--- src/rtl/pulse_peak_analyzer.sv ---
// Finds threshold-crossing pulses in a filtered sample stream and reports peak amplitude,
// peak time, start time and width through a single-entry valid/ready output slot.
module pulse_peak_analyzer #(
  parameter int unsigned SIZE_DATA  = 16,
  parameter int unsigned SIZE_TS    = 32,
  parameter int unsigned SIZE_WIDTH = 12,
  parameter int unsigned MAX_WIDTH  = 4095,
  parameter int unsigned HYST       = 4,
  parameter int unsigned DEAD_TIME  = 8,
  parameter int unsigned SIZE_LOST  = 16
) (
  input  logic                  clk,
  input  logic                  reset,
  input  logic [SIZE_DATA-1:0]  input_data,
  input  logic [SIZE_DATA-1:0]  threshold,
  input  logic                  enable,
  output logic                  out_valid,
  input  logic                  out_ready,
  output logic [SIZE_DATA-1:0]  out_amplitude,
  output logic [SIZE_TS-1:0]    out_peak_ts,
  output logic [SIZE_TS-1:0]    out_start_ts,
  output logic [SIZE_WIDTH-1:0] out_width,
  output logic                  out_truncated,
  output logic [SIZE_LOST-1:0]  lost_count
);

  localparam int unsigned DeadW = (DEAD_TIME > 0) ? $clog2(DEAD_TIME + 1) : 1;

  typedef enum logic [1:0] {StIdle, StPulse, StReport, StDead} state_e;

  state_e                       state_q;
  logic signed [SIZE_DATA-1:0]  data_q;
  logic signed [SIZE_DATA-1:0]  max_q;
  logic [SIZE_TS-1:0]           ts;
  logic [SIZE_TS-1:0]           ts_q;
  logic [SIZE_TS-1:0]           start_ts_q;
  logic [SIZE_TS-1:0]           max_ts_q;
  logic [SIZE_WIDTH-1:0]        width_q;
  logic                         trunc_q;
  logic [DeadW-1:0]             dead_q;

  logic signed [SIZE_DATA-1:0]  thr_s;
  logic signed [SIZE_DATA:0]    low_level;
  logic signed [SIZE_DATA:0]    data_ext;
  logic                         slot_free;

  // Low level is one bit wider so threshold - HYST never wraps near the negative limit.
  always_comb begin
    thr_s     = $signed(threshold);
    data_ext  = $signed({data_q[SIZE_DATA-1], data_q});
    low_level = $signed({threshold[SIZE_DATA-1], threshold})
                - $signed((SIZE_DATA + 1)'(HYST));
    slot_free = !out_valid || out_ready;
  end

  // ts_q tags data_q with the timestamp of the cycle its sample was presented.
  always_ff @(posedge clk or posedge reset) begin
    if (reset) begin
      data_q <= '0;
      ts     <= '0;
      ts_q   <= '0;
    end else begin
      data_q <= $signed(input_data);
      ts     <= ts + 1'b1;
      ts_q   <= ts;
    end
  end

  always_ff @(posedge clk or posedge reset) begin
    if (reset) begin
      state_q       <= StIdle;
      max_q         <= '0;
      start_ts_q    <= '0;
      max_ts_q      <= '0;
      width_q       <= '0;
      trunc_q       <= 1'b0;
      dead_q        <= '0;
      out_valid     <= 1'b0;
      out_amplitude <= '0;
      out_peak_ts   <= '0;
      out_start_ts  <= '0;
      out_width     <= '0;
      out_truncated <= 1'b0;
      lost_count    <= '0;
    end else begin
      // Accepted record leaves the slot; a load below in the same cycle overrides this.
      if (out_valid && out_ready) begin
        out_valid <= 1'b0;
      end

      case (state_q)
        StIdle: begin
          if (enable && (data_q >= thr_s)) begin
            state_q    <= StPulse;
            start_ts_q <= ts_q;
            max_q      <= data_q;
            max_ts_q   <= ts_q;
            width_q    <= SIZE_WIDTH'(1);
            trunc_q    <= 1'b0;
          end
        end

        StPulse: begin
          if (data_ext < low_level) begin
            state_q <= StReport;
          end else if (width_q == SIZE_WIDTH'(MAX_WIDTH)) begin
            trunc_q <= 1'b1;
            state_q <= StReport;
          end else begin
            width_q <= width_q + 1'b1;
            if (data_q > max_q) begin
              max_q    <= data_q;
              max_ts_q <= ts_q;
            end
          end
        end

        StReport: begin
          if (slot_free) begin
            out_valid     <= 1'b1;
            out_amplitude <= max_q;
            out_peak_ts   <= max_ts_q;
            out_start_ts  <= start_ts_q;
            out_width     <= width_q;
            out_truncated <= trunc_q;
          end else if (lost_count != {SIZE_LOST{1'b1}}) begin
            lost_count <= lost_count + 1'b1;
          end
          dead_q  <= DeadW'(DEAD_TIME);
          state_q <= (DEAD_TIME == 0) ? StIdle : StDead;
        end

        StDead: begin
          dead_q <= dead_q - 1'b1;
          if (dead_q == DeadW'(1)) begin
            state_q <= StIdle;
          end
        end

        default: state_q <= StIdle;
      endcase
    end
  end

endmodule

--- config.mk ---
export PLATFORM = sky130hd
export DESIGN_NAME = pulse_peak_analyzer
export DESIGN_NICKNAME = d
export VERILOG_FILES = /design/src/rtl/pulse_peak_analyzer.sv
export SDC_FILE = /design/constraint.sdc
export NUM_CORES = 1
export LEC_CHECK = 0
export ABC_CLOCK_PERIOD_IN_PS = 12000
export CORE_ASPECT_RATIO = 1.75
export CORE_UTILIZATION = 56
export DETAILED_ROUTE_END_ITERATION = 10
export GPL_ROUTABILITY_DRIVEN = 0
export MAX_ROUTING_LAYER = met4
export PLACE_DENSITY_LB_ADDON = 0.08
export SETUP_SLACK_MARGIN = 0.2
export SLEW_MARGIN = 40
export SYNTH_ARGS = -nofsm -noshare
export SYNTH_HDL_FRONTEND = slang
export SYNTH_SLANG_ARGS = --single-unit
export TNS_END_PERCENT = 50
--- constraint.sdc ---
create_clock -name clk -period 12 [get_ports clk]
set_input_delay 2.4 -clock clk [delete_from_list [all_inputs] [get_ports clk]]
set_output_delay 2.4 -clock clk [all_outputs]
set_load 0.01 [all_outputs]
==> results of run 1 <==
[path summary, 6_finish.rpt]
check                               startpoint                           end  slack [ns]  depth (start not counted)
max                               threshold[5]      max_ts_q[31]$_DFFE_PP0P_        5.35                         16
min in group asynchronous                reset        width_q[5]$_DFFE_PP0P_        2.41                          2
min                           ts[31]$_DFF_PP0_            ts_q[31]$_DFF_PP0_        0.39                          0
max reg2reg                data_q[6]$_DFF_PP0_      max_ts_q[31]$_DFFE_PP0P_        8.22                          9
max in group asynchronous                reset  out_start_ts[22]$_DFFE_PP0P_        8.34                          4
min reg2reg                   ts[31]$_DFF_PP0_            ts_q[31]$_DFF_PP0_        0.39                          0
[cells by family after synthesis]
logic type                 after synthesis
and+or+nand+nor                        201
xor gates and xnor gates                57
buffers and inverters                   73
muxes                                  160
DFF                                    289
AOI/OAI and AO/OA                       97
adders and majority gates               57
[metrics by stage]
stage	setup slack, ns	power (W)
6_report	5.35	0.00287
5_1_grt	5.00	0.00303
4_1_cts	5.36	0.00290
3_5_place_dp	4.84	0.00208
3_3_place_gp	4.94	0.00206
2_1_floorplan	1.62	0.00181
[worst max-delay path, stage by stage]
cell             delay [ns]
clkdlybuf4s50_1        0.46
nor4_1                 0.53
nand2_1                0.14
nor4_1                 0.36
nand2_1                0.18
nor4_1                 0.25
xnor2_1                0.16
ha_1                   0.26
nand4_1                0.11
or2_1                  0.14
a21oi_1                0.08
o31ai_2                0.49
nand2_2                0.19
o221ai_4               0.19
buf_4                  0.68
mux2_2                 0.42
[cell type report]
class	count	area [µm²]
clock buffer	36	759
sequential	289	7230
timing repair buffer	150	1530
clock inverter	9	76.3
tap	292	365
multi-input combinational	572	4820
fill	1583	6610
inverter	48	193
[cells in the final DEF, fill, tap and decap left out, types with 5 or more instances in the layout]
cell | Yosys | final
nor4_1 | 10 | 10
o21ai_0 | 25 | 25
nand2_1 | 61 | 60
and3_1 | 10 | 10
nand3_1 | 25 | 25
a21oi_1 | 21 | 20
a211o_1 | 5 | 5
clkdlybuf4s50_1 | 0 | 145
nor3_1 | 13 | 13
clkbuf_16 | 0 | 27
o211ai_1 | 6 | 6
clkinv_2 | 0 | 6
a21o_1 | 7 | 7
ha_1 | 57 | 57
dfrtp_1 | 289 | 289
nand2b_1 | 7 | 7
xor2_1 | 18 | 18
inv_1 | 48 | 47
and4_1 | 7 | 7
mux2_2 | 137 | 137
xnor2_1 | 39 | 39
nor2_1 | 27 | 27
mux2_4 | 20 | 20
clkbuf_8 | 0 | 5
nand4_1 | 22 | 22
[power breakdown]
| group | switching (W) | total [W] | internal (W) |
|---|---|---|---|
| Combinational | 0.000430 | 0.000853 | 0.000423 |
| Clock | 0.000348 | 0.000810 | 0.000463 |
| Sequential | 0.0000921 | 0.00121 | 0.00111 |
[registers in the layout (all words and copies together) (netlist names), 16 cells and up]
signal / cells
data_q: 16
lost_count: 16
max_q: 16
max_ts_q: 32
out_amplitude: 16
out_peak_ts: 32
out_start_ts: 32
start_ts_q: 32
ts: 32
ts_q: 32
[per-layer routing]
layer | up-vias | part of all wire (%) | track usage (%)
met4 | 0 | 2.7 | 7.74
met2 | 146 | 54 | 42.3
met3 | 48 | 4.2 | 3.08
met1 | 3818 | 39 | 26.6
li1 | 3593 | - | -
met5 | - | 0 | -
==> flow_metrics.tcl, run 1 <==
set metrics [dict create \
    status "finished, final reports clean" \
    synth-edff-count 0 \
    cts-resized-gates 0 \
    yosys.area_share.simple_pct 8.38 \
    clock_sinks 289 \
    synth_xor_area_share_pct 4.04 \
    clk_latency_ns 0.52 \
    crit_type "input port to flop" \
    powerDensity_nw_per_um2 192 \
    dr.first_iter.drc_count 400 \
    syn_nets 1027 \
    start_kind "input port" \
    cp.required_ns 12.40 \
    holdWs_ns 0.394 \
    place_inst 1350 \
    ys_seq_area_share_pct 58.5 \
    numPortBuffers 145 \
    maxSlewHeadroom_pct 44.9 \
    finalNonFillerCells 1396 \
    rsz0062_at_grt "no" \
    yosys-top-cells-count "dfrtp_1 (289), mux2_2 (137), nand2_1 (61)" \
    cts_tree "yes" \
    grt_max_degree 162 \
    ant_nets 0 \
    drv_cap 0 \
    synthMostInstantiatedCell "dfrtp_1" \
    cts_setup_buffers 0 \
    initial_utilization_pct 57.3 \
    synth_cells 934 \
    area_growth_pct 21.1 \
    hold_viol_final 0 \
    syn_area_um2 12400 \
    wl_per_cell_um 17.8 \
    first_global_vias 8049 \
    antenna_found_initial 0 \
    clock_tree.buffer_depth 3 \
    max-vdd-ir-drop_uv 129 \
    grtUsageTotal_pct 23.4 \
    cts-buffers-inserted 27 \
    synth_area_leader_cell "dfrtp_1" \
    synth_top_family_by_area "multiplexers" \
    synthArstFlopShare_pct 100 \
    dpl_cell_area_um2 14100 \
    fp.dieW_um 114 \
    crit_fanout 48 \
    synth.area.top_cells "dfrtp_1 (58%), mux2_2 (12%), ha_1 (5.8%), xnor2_1 (2.8%), mux2_4 (2.4%)" \
    yosysTopAreaCellShare_pct 58.5 \
    synth_seq_cells 289 \
    fin_tns_setup_ns 0 \
    tightest_slew_ns 0.826 \
    nets 1181 \
    hp-class "flop to flop" \
    coreArea_um2 21600 \
    avgViaCountPerCell 5.45 \
    ys.flop_type "dfrtp_1" \
    postLayoutCellArea_um2 15000 \
    grt.overflow.total 0 \
    die_h_um 199 \
    cts_hold_buffers 0 \
    wirelength_mm 24.9 \
    yosys.area_share.adder_pct 5.77 \
    io_pins 146 \
    clock_skew_ns 0.0138 \
    period_share_pct 55.5 \
    worstPathArrival_ns 7.06 \
    cp-end-kind "flop" \
    ys_types 65 \
    synth_compound_area_share_pct 5.54 \
    grt_pass1_wl_mm 40.5 \
    antenna_cells 0 \
    die_area_um2 22700 \
    first_pass_iters 4 \
    max_freq_mhz 150 \
    cts_root_buffer "clkbuf_16" \
    hpwl_mm 17.1 \
    fin_util_pct 69.4 \
    cts.clk_slew.worst_paths_ns 0.06 \
    slew_viol_final 0 \
    std_cell_rows 71 \
    avgSynthCellArea_um2 13.2 \
    synth_mux_area_share_pct 15.2 \
    drive_gt1_share_pct 19.7 \
    min_period_ns 6.65 \
    setup_viol 0 \
    cts.htree.levels 1 \
    drc 0 \
    num_vias 7605 \
    p_leak_nw 7.12 \
    ys_warn_count 0 \
]
Note: power is estimated with default switching activity, not from simulation.
==> run 2, diff against run 1 <==
--- a/config.mk
+++ b/config.mk
@@ -5,9 +5,9 @@
 export SDC_FILE = /design/constraint.sdc
 export NUM_CORES = 1
 export LEC_CHECK = 0
-export ABC_CLOCK_PERIOD_IN_PS = 12000
+export ABC_CLOCK_PERIOD_IN_PS = 5600
 export CORE_ASPECT_RATIO = 1.75
-export CORE_UTILIZATION = 56
+export CORE_UTILIZATION = 51
 export DETAILED_ROUTE_END_ITERATION = 10
 export GPL_ROUTABILITY_DRIVEN = 0
 export MAX_ROUTING_LAYER = met4
==> constraint.sdc (replaced) <==
create_clock -name clk -period 5.6 [get_ports clk]
set_input_delay 1.12 -clock clk [delete_from_list [all_inputs] [get_ports clk]]
set_output_delay 1.12 -clock clk [all_outputs]
set_load 0.01 [all_outputs]
==> run 2 against run 1 <==
Worst setup slack lost 4.5 ns; clock power rose by 130%; register-to-register slack got worse by 6.1 ns; sequential cell count unchanged; clock skew decreased by 0.0011 ns; sequential share of layout area fell by 0.58 points; first-iteration DRC count down 28%; critical path type unchanged; critical endpoint is now max_q[2]$_DFFE_PP0P_; via count grew 0.26%; the flow now finishes with violations (design-rule violations); die area increased by 9.7%; critical path depth unchanged.
==> flow_metrics.tcl, run 2 (synthesis results as in run 1) <==
set metrics [dict create \
    cpLargestDelayFamily "simple AND/OR/NAND/NOR gates" \
    dr.first_iter.drc_count 286 \
    cp_common_cell "nor4_1" \
    cp.required_ns 6.01 \
    die_area_um2 24900 \
    hp-start "ts[31]$_DFF_PP0_" \
    start_kind "input port" \
    crit_chain "clkdlybuf4s50_1 -> nor4_1 -> nand2_1 -> nor4_1 -> nand2_1 -> nor4_1 -> xnor2_1 -> ha_1 -> nand4_1 -> or2_1 -> a311oi_2 -> or4b_4 -> nand2_2 -> o221ai_4 -> buf_4 -> mux2_2" \
    initial_utilization_pct 51.7 \
    hold_viol_final 0 \
    wirelength_mm 25.1 \
    crit_type "input port to flop" \
    worstPathArrival_ns 5.21 \
    std_cell_rows 75 \
    grt_max_degree 116 \
    hp-class "flop to flop" \
    failed_checks "design-rule violations" \
    powerDensity_nw_per_um2 417 \
    holdPathStages 0 \
    fp.dieW_um 120 \
    cts_setup_buffers 0 \
    rsz0062_at_grt "no" \
    grt.overflow.total 0 \
    setup_viol 0 \
    grtUsageTotal_pct 21.3 \
    crit_slowest_cell "clkdlybuf4s50_1" \
    num_vias 7625 \
    clk_latency_ns 0.53 \
    avgViaCountPerCell 5.36 \
    p_leak_nw 7.19 \
    maxSlewHeadroom_pct 54.9 \
    antenna_found_initial 0 \
    tightest_slew_ns 0.667 \
    cts.clk_slew.worst_paths_ns 0.07 \
    reg2regPathDepth 9 \
    drive_gt1_share_pct 20.3 \
    r2r_slack_ns 2.13 \
    cts_hold_buffers 0 \
    clock_tree.buffer_depth 3 \
    antenna_cells 0 \
    clock_skew_ns 0.0128 \
    cts.htree.levels 1 \
    max_freq_mhz 209 \
    first_pass_iters 7 \
    ant_nets 0 \
    critPathMaxStageDelay_ns 0.46 \
    mostFrequentLayoutCell "dfrtp_1" \
    final_cell_mix "dfrtp_1 (289), clkdlybuf4s50_1 (145), mux2_2 (137)" \
    drc 2 \
    holdWs_ns 0.407 \
    area_growth_pct 22.6 \
    max-vdd-ir-drop_uv 303 \
    io_pins 146 \
    hpwl_mm 17.4 \
    grt_pass1_wl_mm 41.0 \
    reg2reg_to "max_q[2]$_DFFE_PP0P_" \
    crit_buf_inv 2 \
    min_period_ns 4.79 \
    status "complete, but fails checks" \
    cts_tree "yes" \
    first_global_vias 7984 \
    cts-buffers-inserted 27 \
    coreArea_um2 23900 \
    clock_sinks 289 \
    die_h_um 208 \
    wl_per_cell_um 17.6 \
    hold_end "ts_q[31]$_DFF_PP0_" \
    cts_root_buffer "clkbuf_16" \
    drv_cap 0 \
    nets 1187 \
    slew_viol_final 0 \
    cts-resized-gates 0 \
    period_share_pct 85.6 \
    fin_tns_setup_ns 0 \
    crit_fanout 15 \
    r2r-start "data_q[15]$_DFF_PP0_" \
    numPortBuffers 145 \
    cp-end-kind "flop" \
]
## run 2: cell types whose count changed in the layout (fill, tap and decap cells not counted), sizes merged
cell,delta
bufinv,+2
clkbuf,+2
clkinv,-2
clkinvlp,+1
inv,+1
buf,+6
## run 2: cell type report
cell class / instances / area [µm²]
clock inverter: 11 / 144
multi-input combinational: 572 / 4830
clock buffer: 38 / 767
fill: 1886 / 8770
inverter: 48 / 184
timing repair buffer: 156 / 1610
sequential: 289 / 7230
tap: 308 / 385
## run 2: per-layer routing
metal  track usage [%]  vias to the layer above  share of wire [%]
met5                 -                        -                  0
met3              2.66                       51                3.5
met1              24.4                     3792                 40
met2              37.4                      153                 53
met4              8.36                        0                3.8
li1                  -                     3629                  -
## run 2: worst register-to-register path: stages (launching register included)
cell and delay [ns]:
dfrtp_1 0.47, ha_1 0.38, nand4_1 0.14, or4_1 0.68
a21oi_1 0.48, nor4_1 0.09, o21ba_2 0.25, o221ai_4 0.18
buf_4 0.31, mux2_2 0.38
## run 2: power breakdown
part           internal, W  total [W]  switching [W]
combinational     0.000931    0.00187       0.000944
sequential         0.00239    0.00257       0.000185
clock              0.00110    0.00187       0.000778
total              0.00441    0.00632        0.00191
## run 2: worst max path at each step
stage / from / endpoint / slack, ns / cells past startpoint
after floorplan: reset / data_q[0]$_DFF_PP0_ / 0.65 / 1
after global placement: threshold[7] / max_ts_q[26]$_DFFE_PP0P_ / 0.37 / 16
after detailed placement: threshold[6] / max_q[1]$_DFFE_PP0P_ / 0.28 / 16
after CTS: threshold[5] / max_q[2]$_DFFE_PP0P_ / 0.80 / 16
after global routing: threshold[4] / max_q[3]$_DFFE_PP0P_ / 0.34 / 16
final: threshold[5] / max_q[2]$_DFFE_PP0P_ / 0.81 / 16
## run 2: per-stage QoR
step / instances / setup slack, ns / area (µm²) / util [%] / power, W
5_1_grt: 1422 / 0.339 / 15200 / 63.3 / 0.00669
3_5_place_dp: 1373 / 0.281 / 14200 / 59.5 / 0.00452
6_report: 1422 / 0.806 / 15200 / 63.3 / 0.00632
2_1_floorplan: 934 / 0.647 / 12400 / - / 0.00388
3_3_place_gp: 1371 / 0.369 / 14200 / 59.3 / 0.00446
4_1_cts: 1422 / 0.799 / 15200 / 63.3 / 0.00642
==> run 3, diff against run 2 <==
--- a/config.mk
+++ b/config.mk
@@ -12,6 +12,7 @@
 export GPL_ROUTABILITY_DRIVEN = 0
 export MAX_ROUTING_LAYER = met4
 export PLACE_DENSITY_LB_ADDON = 0.08
+export REMOVE_ABC_BUFFERS = 1
 export SETUP_SLACK_MARGIN = 0.2
 export SLEW_MARGIN = 40
 export SYNTH_ARGS = -nofsm -noshare
==> run 3 against run 2 <==
The run now ends clean; clock skew down 0.0023 ns; final area is 0.12% higher; worst setup slack lost 0.043 ns; wire length up 0.16%; core utilization increased by 0.073 points; clock-buffer cell count increased by 3; non-clock buffer count is 2 lower; register-to-register slack improved by 0.09 ns; hold slack hardly changed; critical path type unchanged; critical endpoint is now max_ts_q[29]$_DFFE_PP0P_; largest cell class unchanged.
==> flow_metrics.tcl, run 3 (synthesis results as in run 1) <==
set metrics [dict create \
    status "finished, final reports clean" \
    io_pins 146 \
    wl_per_cell_um 17.6 \
    clock_tree.buffer_depth 3 \
    cts_setup_buffers 0 \
    crit_fanout 25 \
    grt_pass1_wl_mm 41.4 \
    first_pass_iters 6 \
    die_area_um2 24900 \
    drc 0 \
    final_cell_mix "dfrtp_1 (289), clkdlybuf4s50_1 (145), mux2_2 (137)" \
    numPortBuffers 145 \
    fp.dieW_um 120 \
    ant_nets 0 \
    cts-buffers-inserted 27 \
    num_vias 7740 \
    start_kind "input port" \
    postLayoutCellArea_um2 15200 \
    cts.clk_slew.worst_paths_ns 0.06 \
    dr.first_iter.drc_count 357 \
    crit_chain "clkdlybuf4s50_1 -> nor4_1 -> buf_4 -> nand2_1 -> nor4_1 -> nand2_1 -> nor4_1 -> xnor2_1 -> ha_1 -> nand4_1 -> or2_1 -> a311oi_2 -> or4b_4 -> nand2_2 -> o221ai_4 -> buf_12 -> mux2_2" \
    avgViaCountPerCell 5.44 \
    min_period_ns 4.84 \
    hold_viol_final 0 \
    crit_slowest_cell "clkdlybuf4s50_1" \
    area_growth_pct 22.7 \
    rsz0062_at_grt "no" \
    clock_sinks 289 \
    hpwl_mm 17.6 \
    nets 1185 \
    period_share_pct 86.4 \
    cts_hold_buffers 0 \
    crit_type "input port to flop" \
    multiInputGateArea_um2 4830 \
    grt.overflow.total 0 \
    fin_tns_setup_ns 0 \
    first_global_vias 8067 \
    grtUsageTotal_pct 21.6 \
    drv_cap 0 \
    regArea_um2 7230 \
    setup_viol 0 \
    mostFrequentLayoutCell "dfrtp_1" \
    cp_common_cell "nor4_1" \
    wirelength_mm 25.1 \
    std_cell_rows 75 \
    cts_tree "yes" \
    max-vdd-ir-drop_uv 341 \
    maxSlewHeadroom_pct 57.6 \
    grt_max_degree 148 \
    cp.required_ns 6.02 \
    die_h_um 208 \
    worstPathArrival_ns 5.25 \
    slew_viol_final 0 \
    tightest_slew_ns 0.635 \
    drive_gt1_share_pct 20.1 \
    hp-class "flop to flop" \
    cts.htree.levels 1 \
    cts-resized-gates 0 \
    antenna_found_initial 2 \
    p_leak_nw 7.20 \
    p_total_w 0.00635 \
    clk_latency_ns 0.54 \
    critPathMaxStageDelay_ns 0.46 \
    max_freq_mhz 207 \
    cp-end-kind "flop" \
    powerDensity_nw_per_um2 418 \
    cts_root_buffer "clkbuf_16" \
    dpl_cell_area_um2 14200 \
    initial_utilization_pct 51.7 \
    fillers 1915 \
    clock_skew_ns 0.0105 \
    coreArea_um2 23900 \
]
-- run 3: cell count changes in the layout (fill, tap and decap cells not counted) --
cell	delta
buf_4	-2
clkbuf_8	+2
clkinvlp_4	-2
diode_2	+2
buf_12	+1
buf_16	-1
clkbuf_1	+1
clkinv_2	-1
clkinv_4	-1
clkinv_8	+1
inv_12	+1
-- run 3: power by group --
group | internal [W] | switching [W] | leakage [nW]
registers | 0.00239 | 0.000186 | 3.81
clock network | 0.00113 | 0.000768 | 0.461
logic | 0.000943 | 0.000935 | 2.92
total | 0.00446 | 0.00189 | 7.20
-- run 3: area by class of cell --
| class | count | share of cell area (%) |
|---|---|---|
| clock inverters | 9 | 0.915 |
| clock buffers | 41 | 5.26 |
| well taps | 308 | 2.54 |
| flip-flops and latches | 289 | 47.7 |
| multi-input cells | 572 | 31.9 |
| inverters | 48 | 1.27 |
| diodes | 2 | 0.0330 |
| repair buffers | 154 | 10.5 |
-- run 3: layer usage --
metal | wire (µm) | GRT usage (%)
met1 | 9870 | 24.6
met2 | 13400 | 37.6
met3 | 928 | 3.15
met4 | 909 | 9.22
met5 | 0 | -
-- run 3: path summary, 6_finish.rpt --
path,from,to,slack [ns],depth (start not counted)
min in group asynchronous,reset,out_peak_ts[9]$_DFFE_PP0P_,1.00,2
hold / removal,ts[31]$_DFF_PP0_,ts_q[31]$_DFF_PP0_,0.41,0
setup / recovery,threshold[5],max_ts_q[29]$_DFFE_PP0P_,0.76,17
setup reg to reg,data_q[15]$_DFF_PP0_,max_ts_q[29]$_DFFE_PP0P_,2.22,9
max in group asynchronous,reset,ts[28]$_DFF_PP0_,3.80,3
hold reg to reg,ts[31]$_DFF_PP0_,ts_q[31]$_DFF_PP0_,0.41,0
-- run 3: per-stage QoR --
| step | hold WS [ns] | cells | setup slack [ns] | util, % |
|---|---|---|---|---|
| after floorplan | 0.372 | 909 | -3.50 | - |
| after global placement | 0.387 | 1370 | 0.337 | 59.3 |
| after detailed placement | 0.389 | 1370 | 0.247 | 59.4 |
| after CTS | 0.405 | 1420 | 0.800 | 63.3 |
| after global routing | 0.414 | 1423 | 0.487 | 63.4 |
| final | 0.406 | 1423 | 0.764 | 63.4 |
-- run 3: worst max-delay path, delay by kind of cell --
family,cells,cell delay (ns)
compound gates,2,0.61
buf+inv,3,0.90
xor+xnor,1,0.12
simple gates,9,1.83
fa+ha+maj,1,0.30
mux,1,0.37
